==> src/rtl/raven_uno_pkg.sv <==
// raven_uno_pkg
//   Shared types and constants for the unary-op Horner sequencer.
//   - uno_op_e    : request opcode (GEMM / DIV / EXP / LOG)
//   - uno_state_e : sequencer FSM states
//   - COEF_*      : polynomial coefficients per unary op, index i is the
//                   coefficient of x^i, Q(INT.FRA) signed, COEF_W bits wide.
//                   Index UNO_DEPTH is the leading coefficient that seeds mac.
package raven_uno_pkg;

  localparam int UNO_INT_BW = 5;
  localparam int UNO_FRA_BW = 4;
  localparam int UNO_MUL_BW = 16;
  localparam int UNO_ACC_BW = 32;
  localparam int UNO_DEPTH  = 8;
  localparam int UNO_ROWS   = 1;

  // Sign bit + integer bits + fraction bits.
  localparam int COEF_W = UNO_INT_BW + UNO_FRA_BW + 1;

  typedef enum logic [1:0] {
    OP_GEMM = 2'b00,
    OP_DIV  = 2'b01,
    OP_EXP  = 2'b10,
    OP_LOG  = 2'b11
  } uno_op_e;

  typedef enum logic [1:0] {
    ST_IDLE,
    ST_LOAD,
    ST_STREAM,
    ST_DRAIN
  } uno_state_e;

  typedef logic signed [COEF_W-1:0] coef_t;

  // 1/(1+x): alternating +1/-1 (16 = 1.0 in Q.4).
  localparam coef_t COEF_DIV [UNO_DEPTH+1] = '{
    10'sd16, -10'sd16, 10'sd16, -10'sd16, 10'sd16,
    -10'sd16, 10'sd16, -10'sd16, 10'sd16
  };

  // exp(x): Taylor terms 1, 1, 1/2, 1/6, 1/24, rest below one LSB.
  localparam coef_t COEF_EXP [UNO_DEPTH+1] = '{
    10'sd16, 10'sd16, 10'sd8, 10'sd3, 10'sd1,
    10'sd0, 10'sd0, 10'sd0, 10'sd0
  };

  // log(1+x): 0, 1, -1/2, 1/3, -1/4, 1/5, -1/6, 1/7, -1/8 rounded to Q.4.
  localparam coef_t COEF_LOG [UNO_DEPTH+1] = '{
    10'sd0, 10'sd16, -10'sd8, 10'sd5, -10'sd4,
    10'sd3, -10'sd3, 10'sd2, -10'sd2
  };

endpackage

==> src/rtl/uno_coef_rom.sv <==
// uno_coef_rom
//   Combinational lookup of the DEPTH+1 Horner coefficients for one op.
//   Ports:
//     op_i   : requested unary op (GEMM returns all zeros)
//     coef_o : coefficient i of x^i in slice i
module uno_coef_rom
  import raven_uno_pkg::*;
(
  input  uno_op_e                          op_i,
  output logic [UNO_DEPTH:0][COEF_W-1:0]   coef_o
);

  // Table select; GEMM has no polynomial so it reads as zero.
  always_comb begin
    coef_o = '0;
    for (int i = 0; i <= UNO_DEPTH; i++) begin
      case (op_i)
        OP_DIV:  coef_o[i] = COEF_DIV[i];
        OP_EXP:  coef_o[i] = COEF_EXP[i];
        OP_LOG:  coef_o[i] = COEF_LOG[i];
        default: coef_o[i] = '0;
      endcase
    end
  end

endmodule

==> src/rtl/uno_horner_seq.sv <==
// uno_horner_seq
//   Sequencer feeding a PE row that evaluates unary ops as Horner polynomials.
//   Holds one coefficient per PE column on wc_col, streams operands into PE0
//   on var_seed, and follows one cycle later with the leading-coefficient seed
//   on mac_seed. res_valid marks the cycle the last PE's mac_o is valid.
//   Ports:
//     clk, rst              : clock, synchronous active-high reset
//     req_valid/ready/op/cnt: op request (accepted only in IDLE)
//     x_valid/ready/data    : operand stream, left-aligned Q(INT.FRA)
//     gemm_uno              : mode broadcast to the PE row
//     wc_col                : slice k = coefficient for column k
//     var_seed, mac_seed    : PE0 var_i / mac_i
//     res_valid, busy, done : result strobe, FSM not idle, end-of-op pulse
//   Optional build macro UNO_SEQ_PERF_EN adds saturating counters
//   perf_ops (results produced) and perf_stall (STREAM cycles without x_valid).
module uno_horner_seq
  import raven_uno_pkg::*;
#(
  parameter int INT_BW = UNO_INT_BW,
  parameter int FRA_BW = UNO_FRA_BW,
  parameter int MUL_BW = UNO_MUL_BW,
  parameter int ACC_BW = UNO_ACC_BW,
  parameter int DEPTH  = UNO_DEPTH,
  parameter int ROWS   = UNO_ROWS
) (
  input  logic                    clk,
  input  logic                    rst,
  input  logic                    req_valid,
  output logic                    req_ready,
  input  logic [1:0]              req_op,
  input  logic [15:0]             req_cnt,
  input  logic                    x_valid,
  output logic                    x_ready,
  input  logic [MUL_BW-1:0]       x_data,
  output logic [1:0]              gemm_uno,
  output logic [DEPTH*MUL_BW-1:0] wc_col,
  output logic [MUL_BW-1:0]       var_seed,
  output logic [ACC_BW-1:0]       mac_seed,
  output logic                    res_valid,
  output logic                    busy,
  output logic                    done
`ifdef UNO_SEQ_PERF_EN
  ,
  output logic [31:0]             perf_ops,
  output logic [31:0]             perf_stall
`endif
);

  localparam int CW = INT_BW + FRA_BW + 1;
  localparam int LW = $clog2(ROWS + 2);

  uno_state_e                state_q;
  logic [15:0]               rem_q;
  logic [LW-1:0]             loadCnt_q;
  logic [DEPTH+1:0]          validSr_q;
  logic [DEPTH*MUL_BW-1:0]   wcCol_q, wcCol_d;
  logic [ACC_BW-1:0]         seed_q, seed_d;
  logic [MUL_BW-1:0]         varSeed_q;
  logic [ACC_BW-1:0]         macSeed_q;
  logic [1:0]                gemmUno_q;
  logic                      reqReady_q, xReady_q, busy_q, done_q;
  logic [DEPTH:0][CW-1:0]    romCoef;
  logic                      xHs;

  // The ROM is addressed by the incoming request so the coefficients can be
  // captured in the same edge that accepts the op.
  uno_coef_rom u_rom (
    .op_i   (uno_op_e'(req_op)),
    .coef_o (romCoef)
  );

  // Column k sees coefficient DEPTH-1-k left-aligned in the multiplier word;
  // the mac seed is the leading coefficient widened to accumulator scale.
  always_comb begin
    wcCol_d = '0;
    for (int k = 0; k < DEPTH; k++) begin
      wcCol_d[k*MUL_BW +: MUL_BW] = {romCoef[DEPTH-1-k], {(MUL_BW-CW){1'b0}}};
    end
    seed_d = {{(ACC_BW-CW-FRA_BW){romCoef[DEPTH][CW-1]}}, romCoef[DEPTH], {FRA_BW{1'b0}}};
  end

  assign xHs = x_valid && xReady_q;

  // Main sequencer. The valid shift register tracks each accepted operand
  // down the row: bit 0 lines up with var_seed, bit DEPTH+1 with the
  // last PE's result. The mac seed trails var by one cycle for the PE vreg.
  always_ff @(posedge clk) begin
    if (rst) begin
      state_q    <= ST_IDLE;
      rem_q      <= '0;
      loadCnt_q  <= '0;
      validSr_q  <= '0;
      wcCol_q    <= '0;
      seed_q     <= '0;
      varSeed_q  <= '0;
      macSeed_q  <= '0;
      gemmUno_q  <= 2'b00;
      reqReady_q <= 1'b1;
      xReady_q   <= 1'b0;
      busy_q     <= 1'b0;
      done_q     <= 1'b0;
    end else begin
      validSr_q <= {validSr_q[DEPTH:0], xHs};
      varSeed_q <= xHs ? x_data : '0;
      macSeed_q <= validSr_q[0] ? seed_q : '0;
      done_q    <= 1'b0;
      case (state_q)
        ST_IDLE: begin
          if (req_valid) begin
            if (req_op == OP_GEMM) begin
              gemmUno_q <= OP_GEMM;
            end else begin
              gemmUno_q  <= req_op;
              rem_q      <= req_cnt;
              loadCnt_q  <= '0;
              wcCol_q    <= wcCol_d;
              seed_q     <= seed_d;
              reqReady_q <= 1'b0;
              busy_q     <= 1'b1;
              state_q    <= ST_LOAD;
            end
          end
        end
        // Give the wc pipeline and PE weight register time to settle.
        ST_LOAD: begin
          if (loadCnt_q == LW'(ROWS)) begin
            if (rem_q == 16'd0) begin
              state_q <= ST_DRAIN;
            end else begin
              state_q  <= ST_STREAM;
              xReady_q <= 1'b1;
            end
          end else begin
            loadCnt_q <= loadCnt_q + LW'(1);
          end
        end
        ST_STREAM: begin
          if (xHs) begin
            rem_q <= rem_q - 16'd1;
            if (rem_q == 16'd1) begin
              state_q  <= ST_DRAIN;
              xReady_q <= 1'b0;
            end
          end
        end
        // Leave once the only bit left (if any) is the result emerging now.
        ST_DRAIN: begin
          if (validSr_q[DEPTH:0] == '0) begin
            state_q    <= ST_IDLE;
            gemmUno_q  <= OP_GEMM;
            wcCol_q    <= '0;
            seed_q     <= '0;
            reqReady_q <= 1'b1;
            busy_q     <= 1'b0;
            done_q     <= 1'b1;
          end
        end
        default: state_q <= ST_IDLE;
      endcase
    end
  end

  assign req_ready = reqReady_q;
  assign x_ready   = xReady_q;
  assign gemm_uno  = gemmUno_q;
  assign wc_col    = wcCol_q;
  assign var_seed  = varSeed_q;
  assign mac_seed  = macSeed_q;
  assign res_valid = validSr_q[DEPTH+1];
  assign busy      = busy_q;
  assign done      = done_q;

`ifdef UNO_SEQ_PERF_EN
  logic [31:0] perfOps_q, perfStall_q;

  // Saturating activity counters for throughput analysis.
  always_ff @(posedge clk) begin
    if (rst) begin
      perfOps_q   <= '0;
      perfStall_q <= '0;
    end else begin
      if (validSr_q[DEPTH+1] && perfOps_q != '1) begin
        perfOps_q <= perfOps_q + 32'd1;
      end
      if (state_q == ST_STREAM && !x_valid && perfStall_q != '1) begin
        perfStall_q <= perfStall_q + 32'd1;
      end
    end
  end

  assign perf_ops   = perfOps_q;
  assign perf_stall = perfStall_q;
`endif

endmodule

==> config.mk <==
export PLATFORM = sky130hd
export DESIGN_NAME = uno_horner_seq
export DESIGN_NICKNAME = d
export VERILOG_FILES = /design/src/rtl/raven_uno_pkg.sv /design/src/rtl/uno_coef_rom.sv /design/src/rtl/uno_horner_seq.sv
export SDC_FILE = /design/constraint.sdc
export NUM_CORES = 1
export LEC_CHECK = 0
export CAP_MARGIN = 20
export CORE_ASPECT_RATIO = 1.4
export CORE_MARGIN = 4
export CORE_UTILIZATION = 25
export CTS_CLUSTER_SIZE = 10
export DETAILED_ROUTE_END_ITERATION = 8
export PLACE_DENSITY = 0.57
export SETUP_SLACK_MARGIN = 0.5
export SLEW_MARGIN = 20
export SYNTH_ARGS = -nofsm -noshare
export SYNTH_HDL_FRONTEND = slang
export SYNTH_SLANG_ARGS = --single-unit
==> constraint.sdc <==
create_clock -name clk -period 3.6 [get_ports clk]
set_input_delay 0.72 -clock clk [delete_from_list [all_inputs] [get_ports clk]]
set_output_delay 0.72 -clock clk [all_outputs]
set_load 0.02 [all_outputs]
# After elaboration in Yosys (flattened, before gate mapping)
# Cells that the tools add are included.
[totals]
elab_cells = 104
out_inout_bits = 183
rom_bits = 0
latchBits = 0
mem_count = 0
mem_bits_rw = 0
ff_bits = 244
input_bits = 38
[classes]
bitwise = 3
eq_ne = 16
div = 0
n_mux = 50
magnitude_cmp = 0
addsub = 2
mul = 0
reduce_logical = 20
shifts = 0
[ops]
columns = ["cell", "count"]
rows = [
  ["$mux W128", 3],
  ["$pmux W128 S2", 1],
  ["$pmux W10 S2", 5],
  ["$mux W32", 3],
  ["$pmux W10 S3", 3],
  ["$pmux W32 S2", 1],
  ["$mux W16", 3],
  ["$pmux W16 S2", 1],
  ["$mux W2", 11],
  ["$eq A16 B1 Y1 const B", 1],
  ["$logic_not A16 Y1", 1],
  ["$ne A2 B2 Y1 const B", 8],
  ["$sub A16 B1 Y16 const B", 1],
  ["$mux W1", 12],
  ["$reduce_and A4 Y1", 3],
  ["$reduce_or A2 Y1", 5],
  ["$logic_not A9 Y1", 1],
  ["$eq A2 B2 Y1 const B", 4],
  ["$pmux W2 S2", 2],
  ["$pmux W2 S4", 1],
  ["$reduce_bool A2 Y1", 4],
  ["$eq A2 B1 Y1 const B", 3],
  ["$pmux W1 S2", 3],
  ["$reduce_and A6 Y1", 1],
  ["other kinds (7)", 10],
]

# Longest topological paths before layout
# Gate-level depths: netlist of the first run.
[depth]
word_depth = 6
ltp_mapped = 9
mapped_depth_nobuf = 7

# Hierarchy
# A second synthesis of the first run with hierarchy kept.
[hier_totals]
cells_unflattened = 649
hier_area_um2 = 6532.5
[modules_own_cells]
columns = ["module", "instances", "seq_area_each_um2", "cells_each", "area_each_um2"]
rows = [
  ["uno_horner_seq", 1, 3042.9, 556, 5828.1],
  ["uno_coef_rom", 1, 0.0, 93, 704.4],
]

# Worst setup path before layout of the first run
# OpenSTA, ideal clock, no wires.
[synth_path]
path_type = "register to register"
start = "register rem_q[8]"
end = "register state_q[0]"
t_arrival_ns = 2.262
period_less_slack_ns = 2.350
t_required_ns = 3.512
n_path_buf = 0
path_stages_with_launch = 6
slack_ns = 1.250
setup_time_ns = 0.088
path_cell_list = "dfxtp_1 > or4_4 > or4_4 > or4_4 > and4_4 > a311oi_2"
[synth_between]
elab_chain_cells = 4
word_cells_on_any_way = 7
classes_between = "eq/ne: 2; mux: 3; reduce/logical: 2"
[synth_lines]
columns = ["element", "line_no", "rtl"]
rows = [
  ["start, declared", "uno_horner_seq.sv:53", "logic [15:0] rem_q;"],
  ["start signal, assigned", "uno_horner_seq.sv:114", "rem_q <= req_cnt;"],
  ["start signal, assigned", "uno_horner_seq.sv:139", "rem_q <= rem_q - 16'd1;"],
  ["$logic_not A16 Y1", "uno_horner_seq.sv:127", "if (rem_q == 16'd0) begin"],
  ["$mux W1", "uno_horner_seq.sv:127", ""],
  ["$mux W2", "uno_horner_seq.sv:126", "if (loadCnt_q == LW'(ROWS)) begin"],
  ["$pmux W2 S4", "uno_horner_seq.sv:107", "case (state_q)"],
  ["end signal, assigned", "uno_horner_seq.sv:120", "state_q <= ST_LOAD;"],
  ["end signal, assigned", "uno_horner_seq.sv:128", "state_q <= ST_DRAIN;"],
  ["end signal, assigned", "uno_horner_seq.sv:130", "state_q <= ST_STREAM;"],
  ["end, declared", "uno_horner_seq.sv:52", "uno_state_e state_q;"],
]
# Parallel ways exist; a longest one is shown, timed or not. The select of a mux whose other input is x is not followed.
# A chain may end at the register's enable or synchronous reset.

==> impl_metrics.py, run 1 <==
metrics = {
    "floorplan": {
        "die_area_sq_um": 17200,
        "die_h_um": 154,
        "placementRows": 53,
        "core_sq_um": 14900,
        "die_w_um": 112,
        "ios": 221,
        "initial_core_util_pct": 25.4,
    },
    "sta": {
        "slew_viol_final": 0,
        "hold_ws_ns": 0.448,
        "finClkSkew_ns": 0.00560,
        "relSlewSlack_pct": 49.3,
        "tns_ns": 0,
        "finalCritPeriodShare_pct": 72.5,
        "tightest_slew_ns": 0.760,
        "setup_violations": 0,
        "fmax_mhz": 383,
        "finalHoldViolations": 0,
        "finalWorstSetupSlack_ns": 0.989,
        "period_needed_ns": 2.61,
        "rsz0062_at_grt": "false",
    },
    "clock_network": {
        "cts_sinks": 61,
        "numCtsBuffers": 9,
        "htree_num_levels": 3,
        "clockBufferDepth": 2,
        "clk_pin_slew_worst_paths_ns": 0.06,
        "cts_root_buffer": "clkbuf_16",
        "post_cts_hold_buffer_count": 0,
        "cts_tree": "yes",
        "post_cts_resized": 0,
        "worstSkewPairLatency_ns": 0.32,
        "post_cts_buffers": 0,
    },
    "synthesis": {
        "yosys-top-cells-area": "dfxtp_1, buf_4, ha_1",
        "yosys_warnings": 0,
        "yosysTopAreaCell": "dfxtp_1",
        "synth_edf_count": 0,
        "synth_top_area_share_pct": 32.2,
        "syn_area_sq_um": 3790,
        "async_flop_share_pct": 0,
        "ys_seq_area_share_pct": 32.2,
        "syn_inst": 442,
        "synth_ff_type": "dfxtp_1",
        "synth_seq_cells": 61,
        "yosysUniqueCellTypes": 46,
        "syn_area_per_cell_sq_um": 8.57,
    },
    "critical_path": {
        "path_class": "reg2out",
        "endpoint_kind": "output pin",
        "worstPathArrival_ns": 1.89,
        "crit_start": "mac_seed[30]$_SDFF_PP0_",
        "crit_path_end": "mac_seed[25]",
        "cp.depth": 1,
        "reg2reg_slack_ns": 1.05,
        "cp.required_ns": 2.88,
        "rr_startpoint": "rem_q[8]$_SDFFE_PP0P_",
        "crit_chain": "clkdlybuf4s50_1",
        "rr_endpoint": "state_q[0]$_SDFFE_PP0P_",
        "cp_max_fo": 26,
        "crit_path_max_incr_delay_ns": 0.81,
        "r2r_cells": 5,
        "cp-start-kind": "flip-flop",
        "crit_slowest_cell": "dfxtp_1",
        "worst-path-buf-inv": 1,
        "critPathTopFamily": "flip-flops",
    },
    "min_path": {
        "hold_start": "req_ready$_SDFFE_PP1P_",
        "whs_path_depth": 2,
        "hp-class": "reg2reg",
    },
    "routing": {
        "drc": 0,
        "wl_per_cell_um": 12.7,
        "vias": 2909,
        "first_pass_iters": 4,
        "drtIter0Drc": 100,
        "vias_per_cell": 4.11,
        "drt-total-wl_um": 9000,
        "drtAntennaViolNets": 0,
    },
    "finish": {
        "areaGrowthSynthToFinish_pct": 29.2,
        "diodes": 0,
        "register_area_sq_um": 1220,
        "fin_nets": 562,
        "multi_input_area_sq_um": 1610,
        "layout-drive-gt1-share_pct": 6.21,
        "nFillCells": 1541,
    },
    "power": {
        "internal_power_w": 0.00187,
        "p_leak_nw": 1.97,
        "vdd_drop_max_mv": 0.269,
        "cellPowerDensity_nw_per_um2": 641,
        "power_frac_clock_pct": 27.7,
        "p_sw_share_pct": 40.3,
        "comb_power_share_pct": 43.3,
        "p_seq_share_pct": 29.0,
        "p_switching_w": 0.00126,
    },
    "placement": {
        "dpl.hpwl_um": 6920,
        "preCtsSetupSlack_ns": 0.661,
        "portBuffers": 143,
        "gp_congestion": 0.823,
    },
    "run_status": {
        "outcome": "finished clean",
    },
    "global_route": {
        "grt_max_degree": 31,
        "grt-ovfl-total": 0,
        "track_usage_pct": 9.73,
        "grt_pass1_vias": 2612,
        "antenna_found_initial": 0,
        "grt_pass1_wl_um": 13600,
    },
    "job": {
        "drv_cap": 0,
    },
}
[kinds of logic after synthesis]
family                   after synthesis  share of synthesized area [%]
buffers and inverters                180                           32.8
AND/OR/NAND/NOR                      103                           15.1
AO/OA/AOI/OAI                         79                           14.1
flip-flops                            61                           32.2
adder cells (fa/ha/maj)               14                           4.63
multiplexers                           4                           1.09
other                                  1                         0.0990
[registers in the layout, summed over array words and instances (netlist names)]
signal and cells:
rem_q 16, state_q 2, req_ready 1, gemm_uno 2
mac_seed 2, done 1, loadCnt_q 2, var_seed 16
validSr_q 10, wc_col 7, x_ready 1, busy 1
[synthesized netlist by cell type, drive strengths merged, types with 3 or more instances]
cell type  number
dfxtp          61
o22ai           3
a22o            6
nor4            3
a22oi           3
o21ai          18
nand2          19
buf           151
nand4           3
mux2i           3
clkbuf         16
nor2b          11
nand3           3
a21o            5
or4             5
nor3            6
a211oi         11
nor2           20
inv            13
a21oi          19
o31ai           3
ha             14
nand2b          4
and2           18
[cell usage in the layout, fill, tap and decap left out, types with 4 or more instances in the layout]
cell type	Yosys	routed
nor2_1	20	20
a211oi_1	11	10
clkdlybuf4s50_1	0	143
a22o_1	6	6
buf_4	151	5
dfxtp_1	61	61
ha_1	14	14
nor2b_1	11	11
a21oi_1	19	19
conb_1	1	77
nand2b_1	4	4
nand2_1	19	19
nor3_1	6	6
and2_1	18	18
inv_1	11	11
o21ai_1	4	4
a21o_1	5	5
o21ai_0	14	14
clkbuf_16	0	9
[per-stage QoR]
stage | std cells | util [%] | cell area, sq um | total power (W)
final | 707 | 32.8 | 4890 | 0.00314
after detailed placement | 691 | 30.8 | 4590 | 0.00227
after CTS | 707 | 32.8 | 4890 | 0.00317
after floorplan | 518 | - | 4070 | 0.00198
after global placement | 691 | 30.8 | 4590 | 0.00224
after global routing | 707 | 32.8 | 4890 | 0.00334
[cell type report]
| cell class | instances | share of cell area [%] |
|---|---|---|
| flip-flops and latches | 61 | 25.0 |
| multi-input cells | 277 | 33.0 |
| clock buffers | 9 | 4.60 |
| clock inverters | 7 | 1.51 |
| inverters | 13 | 0.997 |
| repair buffers | 148 | 30.0 |
| well taps | 192 | 4.91 |
[worst min path at each step]
stage,slack [ns],endpoint
after detailed placement,0.44,busy$_SDFFE_PP0P_
after global placement,0.44,wc_col[106]$_SDFFE_PP0P_
after global routing,0.47,req_ready$_SDFFE_PP1P_
after CTS,0.46,req_ready$_SDFFE_PP1P_
after floorplan,0.44,validSr_q[3]$_SDFF_PP0_
final,0.45,req_ready$_SDFFE_PP1P_
[power by group through the flow]
| stage | registers, W | clock network, W | logic [W] |
|---|---|---|---|
| floorplan | 0.000930 | 0 | 0.00105 |
| global placement | 0.000916 | 0 | 0.00133 |
| detailed placement | 0.000920 | 0 | 0.00135 |
| CTS | 0.000907 | 0.000903 | 0.00136 |
| global route | 0.000928 | 0.000929 | 0.00149 |
| finish | 0.000909 | 0.000869 | 0.00136 |
[per-layer routing]
| layer | global-route usage, % | routed length (um) | up-vias |
|---|---|---|---|
| met5 | 0 | 0 | - |
| met4 | 3.26 | 75 | 0 |
| met3 | 3.58 | 1080 | 5 |
| met2 | 16.7 | 4340 | 184 |
| met1 | 11.1 | 3500 | 1329 |
| li1 | - | - | 1391 |
No activity file was read; power rests on OpenSTA's default activity.
==> inputs of run 2 (changes only) <==
--- a/config.mk
+++ b/config.mk
@@ -11,7 +11,7 @@
 export CORE_UTILIZATION = 25
 export CTS_CLUSTER_SIZE = 10
 export DETAILED_ROUTE_END_ITERATION = 8
-export PLACE_DENSITY = 0.57
+export PLACE_DENSITY = 0.59
 export SETUP_SLACK_MARGIN = 0.5
 export SLEW_MARGIN = 20
 export SYNTH_ARGS = -nofsm -noshare
==> constraint.sdc (replaced) <==
create_clock -name clk -period 2.15 [get_ports clk]
set_input_delay 0.43 -clock clk [delete_from_list [all_inputs] [get_ports clk]]
set_output_delay 0.43 -clock clk [all_outputs]
set_load 0.02 [all_outputs]
==> run 2 against run 1 <==
The flow now finishes with violations (negative setup slack); sequential cell count did not move; critical endpoint is now state_q[0]$_SDFFE_PP0P_; largest cell class unchanged; worst setup slack lost 1.1 ns; critical path depth increased by 5; clock skew rose by 0.00051 ns; hold slack got worse by 0.0072 ns; power rose by 90%; final cell count rose by 4.8%.
==> impl_metrics.py, run 2 (same netlist as run 1, synthesis figures left out) <==
metrics = {
    "power": {
        "p_total_w": 0.00595,
        "power_frac_clock_pct": 22.5,
        "internal_power_w": 0.00364,
        "comb_power_share_pct": 52.1,
        "vdd_drop_max_mv": 0.943,
        "p_leak_nw": 2.37,
        "p_switching_w": 0.00231,
        "p_seq_share_pct": 25.5,
        "cellPowerDensity_nw_per_um2": 1120,
        "p_sw_share_pct": 38.8,
    },
    "clock_network": {
        "cts_root_buffer": "clkbuf_16",
        "clockBufferDepth": 2,
        "worstSkewPairLatency_ns": 0.32,
        "clk_pin_slew_worst_paths_ns": 0.05,
        "post_cts_hold_buffer_count": 0,
        "htree_num_levels": 3,
        "numCtsBuffers": 9,
        "cts_sinks": 61,
        "cts_tree": "yes",
    },
    "finish": {
        "design_area_sq_um": 5320,
        "utilization_pct": 35.7,
        "final_common_cell": "conb_1",
        "layout-drive-gt1-share_pct": 30.1,
        "layout.cells.non_filler": 741,
        "fin_nets": 597,
        "final_cell_mix": "conb_1, clkdlybuf4s15_2, dfxtp_1",
        "areaGrowthSynthToFinish_pct": 40.6,
        "diodes": 0,
    },
    "critical_path": {
        "cp_max_fo": 4,
        "endpoint_kind": "flip-flop",
        "cp.required_ns": 2.39,
        "worstPathArrival_ns": 2.49,
        "path_class": "reg2reg",
        "cp-start-kind": "flip-flop",
    },
    "min_path": {
        "hp-class": "reg2reg",
    },
    "global_route": {
        "grt-ovfl-total": 0,
        "antenna_found_initial": 0,
        "grt_max_degree": 34,
        "grt_pass1_wl_um": 14300,
        "grt_pass1_vias": 2820,
        "track_usage_pct": 10.3,
    },
    "floorplan": {
        "die_w_um": 112,
        "die_area_sq_um": 17200,
        "ios": 221,
        "initial_core_util_pct": 25.4,
        "die_h_um": 154,
        "core_sq_um": 14900,
        "placementRows": 53,
    },
    "routing": {
        "first_pass_iters": 4,
        "drt-total-wl_um": 9260,
        "vias_per_cell": 4.09,
        "drtAntennaViolNets": 0,
        "wl_per_cell_um": 12.5,
        "drc": 0,
        "vias": 3034,
        "drtIter0Drc": 88,
    },
    "sta": {
        "setup_violations": 5,
        "finalHoldViolations": 0,
        "fmax_mhz": 444,
        "relSlewSlack_pct": 65.9,
        "tns_ns": -0.329,
        "period_needed_ns": 2.25,
        "finClkSkew_ns": 0.00610,
        "finalWorstSetupSlack_ns": -0.101,
        "rsz0062_at_grt": "true",
        "slew_viol_final": 0,
        "tightest_slew_ns": 0.507,
        "finalCritPeriodShare_pct": 105,
    },
    "job": {
        "drv_cap": 0,
    },
    "run_status": {
        "violations": "negative setup slack",
        "outcome": "complete, but fails checks",
    },
    "placement": {
        "placed_area_sq_um": 4830,
        "portBuffers": 143,
        "dpl.hpwl_um": 7060,
        "place_inst": 715,
        "gp_congestion": 0.812,
    },
}
run 2: cell type report:
cell class | count | area (sq um)
fillers | 1528 | 9600
multi-input cells | 278 | 1770
repair buffers | 182 | 1760
flip-flops and latches | 61 | 1220
clock buffers | 14 | 274
well taps | 192 | 240
inverters | 13 | 48.8
clock inverters | 1 | 5.00
run 2: metal layers:
metal / vias up / global-route usage, % / part of all wire, %
met3: 15 / 3.46 / 10
met4: 0 / 3.95 / 2.3
li1: 1469 / - / -
met1: 1391 / 10.2 / 34
met2: 159 / 19.5 / 53
met5: - / 0 / 0
run 2: power by group through the flow:
stage	combinational [W]	clock [W]	sequential, W
final	0.00310	0.00134	0.00151
after global routing	0.00336	0.00146	0.00154
after CTS	0.00301	0.00140	0.00151
after detailed placement	0.00269	0	0.00153
after global placement	0.00263	0	0.00152
after floorplan	0.00187	0	0.00157
run 2: final timing paths:
check / to / slack, ns / startpoint / cells after the start
worst max-delay path: state_q[0]$_SDFFE_PP0P_ / -0.10 / rem_q[8]$_SDFFE_PP0P_ / 6
worst min-delay path: wc_col[106]$_SDFFE_PP0P_ / 0.44 / wc_col[106]$_SDFFE_PP0P_ / 1
worst max register to register: state_q[0]$_SDFFE_PP0P_ / -0.10 / rem_q[8]$_SDFFE_PP0P_ / 6
worst min register to register: wc_col[106]$_SDFFE_PP0P_ / 0.44 / wc_col[106]$_SDFFE_PP0P_ / 1
run 2: metrics by stage:
step | worst slack (ns) | hold slack [ns]
floorplan | -0.198 | 0.438
global placement | -0.157 | 0.439
detailed placement | -0.178 | 0.438
CTS | -0.122 | 0.446
global route | -0.186 | 0.469
finish | -0.101 | 0.441
run 2: critical path, cell delays in order (launching register included):
cell and delay, ns:
dfxtp_2 0.31, or4_4 0.52, or4_4 0.44, buf_6 0.14, o41ai_4 0.29, a41oi_1 0.20, a311oi_2 0.26
run 2: what timing repair did:
action | 4_1_cts | 5_1_grt
cloned | 2 | 0
pin swaps | 9 | 4
hold endpoints to repair | 0 | 0
endpoints found under the setup margin | 138 | 97
setup buffers | 7 | 2
resized for setup | 270 | 20
==> inputs of run 3 (changes only) <==
--- a/config.mk
+++ b/config.mk
@@ -7,7 +7,6 @@
 export LEC_CHECK = 0
 export CAP_MARGIN = 20
 export CORE_ASPECT_RATIO = 1.4
-export CORE_MARGIN = 4
 export CORE_UTILIZATION = 25
 export CTS_CLUSTER_SIZE = 10
 export DETAILED_ROUTE_END_ITERATION = 8
==> run 3 against run 2 <==
The flow still finishes with violations (negative setup slack); critical path depth decreased by 1; power increased by 4.6%; clock-buffer cell count decreased by 5; cell area decreased by 1.7%; sequential power about the same; register-to-register slack got worse by 0.05 ns; fmax decreased by 2.3%; clock power increased by 18%; worst setup slack got worse by 0.054 ns; sequential cell count unchanged.
==> impl_metrics.py, run 3 (same netlist as run 1, synthesis figures left out) <==
metrics = {
    "power": {
        "p_leak_nw": 2.43,
        "cellPowerDensity_nw_per_um2": 1190,
        "vdd_drop_max_mv": 0.712,
    },
    "finish": {
        "multi_input_area_sq_um": 1770,
        "register_area_sq_um": 1230,
        "layout.cells.non_filler": 737,
        "nFillCells": 1474,
        "areaGrowthSynthToFinish_pct": 38.2,
        "final_common_cell": "conb_1",
        "final_cell_mix": "conb_1, dfxtp_1, dlygate4sd2_1",
        "layout-drive-gt1-share_pct": 28.8,
        "diodes": 0,
        "fin_nets": 595,
    },
    "clock_network": {
        "cts_root_buffer": "clkbuf_16",
        "cts_tree": "yes",
        "clk_pin_slew_worst_paths_ns": 0.06,
        "numCtsBuffers": 9,
        "post_cts_hold_buffer_count": 0,
        "cts_sinks": 61,
        "htree_num_levels": 3,
        "clockBufferDepth": 2,
        "worstSkewPairLatency_ns": 0.33,
    },
    "min_path": {
        "min_to": "req_ready$_SDFFE_PP1P_",
        "hold_start": "req_ready$_SDFFE_PP1P_",
        "whs_path_depth": 2,
        "hp-class": "reg2reg",
    },
    "global_route": {
        "grt_pass1_wl_um": 13700,
        "grt-ovfl-total": 0,
        "antenna_found_initial": 0,
        "track_usage_pct": 11.2,
        "grt_pass1_vias": 2744,
        "grt_max_degree": 35,
    },
    "floorplan": {
        "initial_core_util_pct": 25.9,
        "core_sq_um": 14600,
        "die_area_sq_um": 15700,
        "die_h_um": 148,
        "placementRows": 52,
        "die_w_um": 106,
        "ios": 221,
    },
    "critical_path": {
        "rr_endpoint": "state_q[0]$_SDFFE_PP0P_",
        "crit_path_max_incr_delay_ns": 0.53,
        "cp.required_ns": 2.40,
        "crit_slowest_cell": "or4_4",
        "endpoint_kind": "flip-flop",
        "reg2reg_slack_ns": -0.15,
        "cp-start-kind": "flip-flop",
        "worstPathArrival_ns": 2.55,
        "r2r_cells": 5,
        "rr_startpoint": "rem_q[8]$_SDFFE_PP0P_",
        "crit_top_cell": "or4_4",
        "crit_chain": "or4_4 -> or4_4 -> or4_4 -> and4_4 -> a311oi_2",
        "cp_max_fo": 2,
        "path_class": "reg2reg",
    },
    "placement": {
        "portBuffers": 143,
        "preCtsSetupSlack_ns": -0.169,
        "dpl.hpwl_um": 6590,
        "gp_congestion": 0.808,
        "place_inst": 712,
    },
    "sta": {
        "fmax_mhz": 434,
        "period_needed_ns": 2.30,
        "setup_violations": 3,
        "slew_viol_final": 0,
        "finClkSkew_ns": 0.00981,
        "finalWorstSetupSlack_ns": -0.155,
        "finalHoldViolations": 0,
        "rsz0062_at_grt": "true",
        "finalCritPeriodShare_pct": 107,
    },
    "routing": {
        "vias_per_cell": 4.20,
        "wl_per_cell_um": 12.3,
        "drt-total-wl_um": 9090,
        "drc": 0,
        "drtAntennaViolNets": 0,
        "first_pass_iters": 4,
        "drtIter0Drc": 85,
        "vias": 3099,
    },
    "job": {
        "drv_cap": 0,
    },
    "run_status": {
        "violations": "negative setup slack",
        "outcome": "complete, but fails checks",
    },
}
-- run 3: cell count changes in the layout (fill, tap and decap cells not counted), sizes merged --
cell	before	now
clkdlybuf4s15	60	37
clkbuf	24	34
dlygate4sd2	37	42
bufinv	0	2
clkinv	1	3
buf	40	41
clkinvlp	0	1
inv	13	14
-- run 3: how the worst max path moves through the flow --
stage	from	end	slack (ns)	cells past startpoint
detailed placement	req_op[0]	rem_q[11]$_SDFFE_PP0P_	-0.17	9
global placement	req_op[0]	state_q[0]$_SDFFE_PP0P_	-0.14	9
global route	rem_q[8]$_SDFFE_PP0P_	state_q[0]$_SDFFE_PP0P_	-0.20	5
CTS	rem_q[8]$_SDFFE_PP0P_	state_q[0]$_SDFFE_PP0P_	-0.16	5
floorplan	rem_q[8]$_SDFFE_PP0P_	state_q[0]$_SDFFE_PP0P_	-0.20	5
finish	rem_q[8]$_SDFFE_PP0P_	state_q[0]$_SDFFE_PP0P_	-0.15	5
-- run 3: per-stage QoR --
stage                     setup TNS [ns]  power [W]  instance area [sq um]  utilization [%]  hold slack [ns]
after detailed placement           -2.76    0.00418                   4810             32.9            0.438
after CTS                         -0.403    0.00606                   5290             36.1            0.447
after floorplan                   -0.209    0.00343                   4130                -            0.438
final                             -0.346    0.00622                   5230             35.8            0.445
after global placement             -2.23    0.00413                   4810             32.9            0.437
after global routing              -0.530    0.00661                   5230             35.8            0.481
-- run 3: report_power, final --
group	switching [W]	internal, W	total (W)
registers	0.000188	0.00133	0.00152
clock network	0.000559	0.00102	0.00158
logic	0.00169	0.00144	0.00313
total	0.00243	0.00379	0.00622
-- run 3: routing by layer --
layer	global-route usage (%)	vias to the layer above	wire length (um)
met3	3.04	14	632
met4	4.58	0	169
met1	12.1	1450	3520
met2	20.4	178	4770
li1	-	1457	-
met5	0	-	0
-- run 3: layout make-up --
cell class	count	share of cell area (%)
Clock buffer	9	4.30
Inverter	13	0.932
Tap cell	189	4.52
Sequential cell	61	23.5
Multi-Input combinational cell	278	33.8
Timing Repair Buffer	180	31.0
Clock inverter	7	1.89
-- run 3: worst max-delay path: cells and delay by family (launching register included) --
family          cells  cell delay, ns
flops               1            0.32
compound gates      1            0.24
simple gates        4            1.66
-- run 3: timing repair --
| item | 4_1_cts | 5_1_grt |
|---|---|---|
| gates cloned | 3 | 1 |
| endpoints found under the setup margin | 138 | 82 |
| pin swaps | 7 | 4 |
| endpoints found under the hold margin | 0 | 0 |
| setup buffers | 1 | 4 |
| gates resized for setup | 240 | 45 |
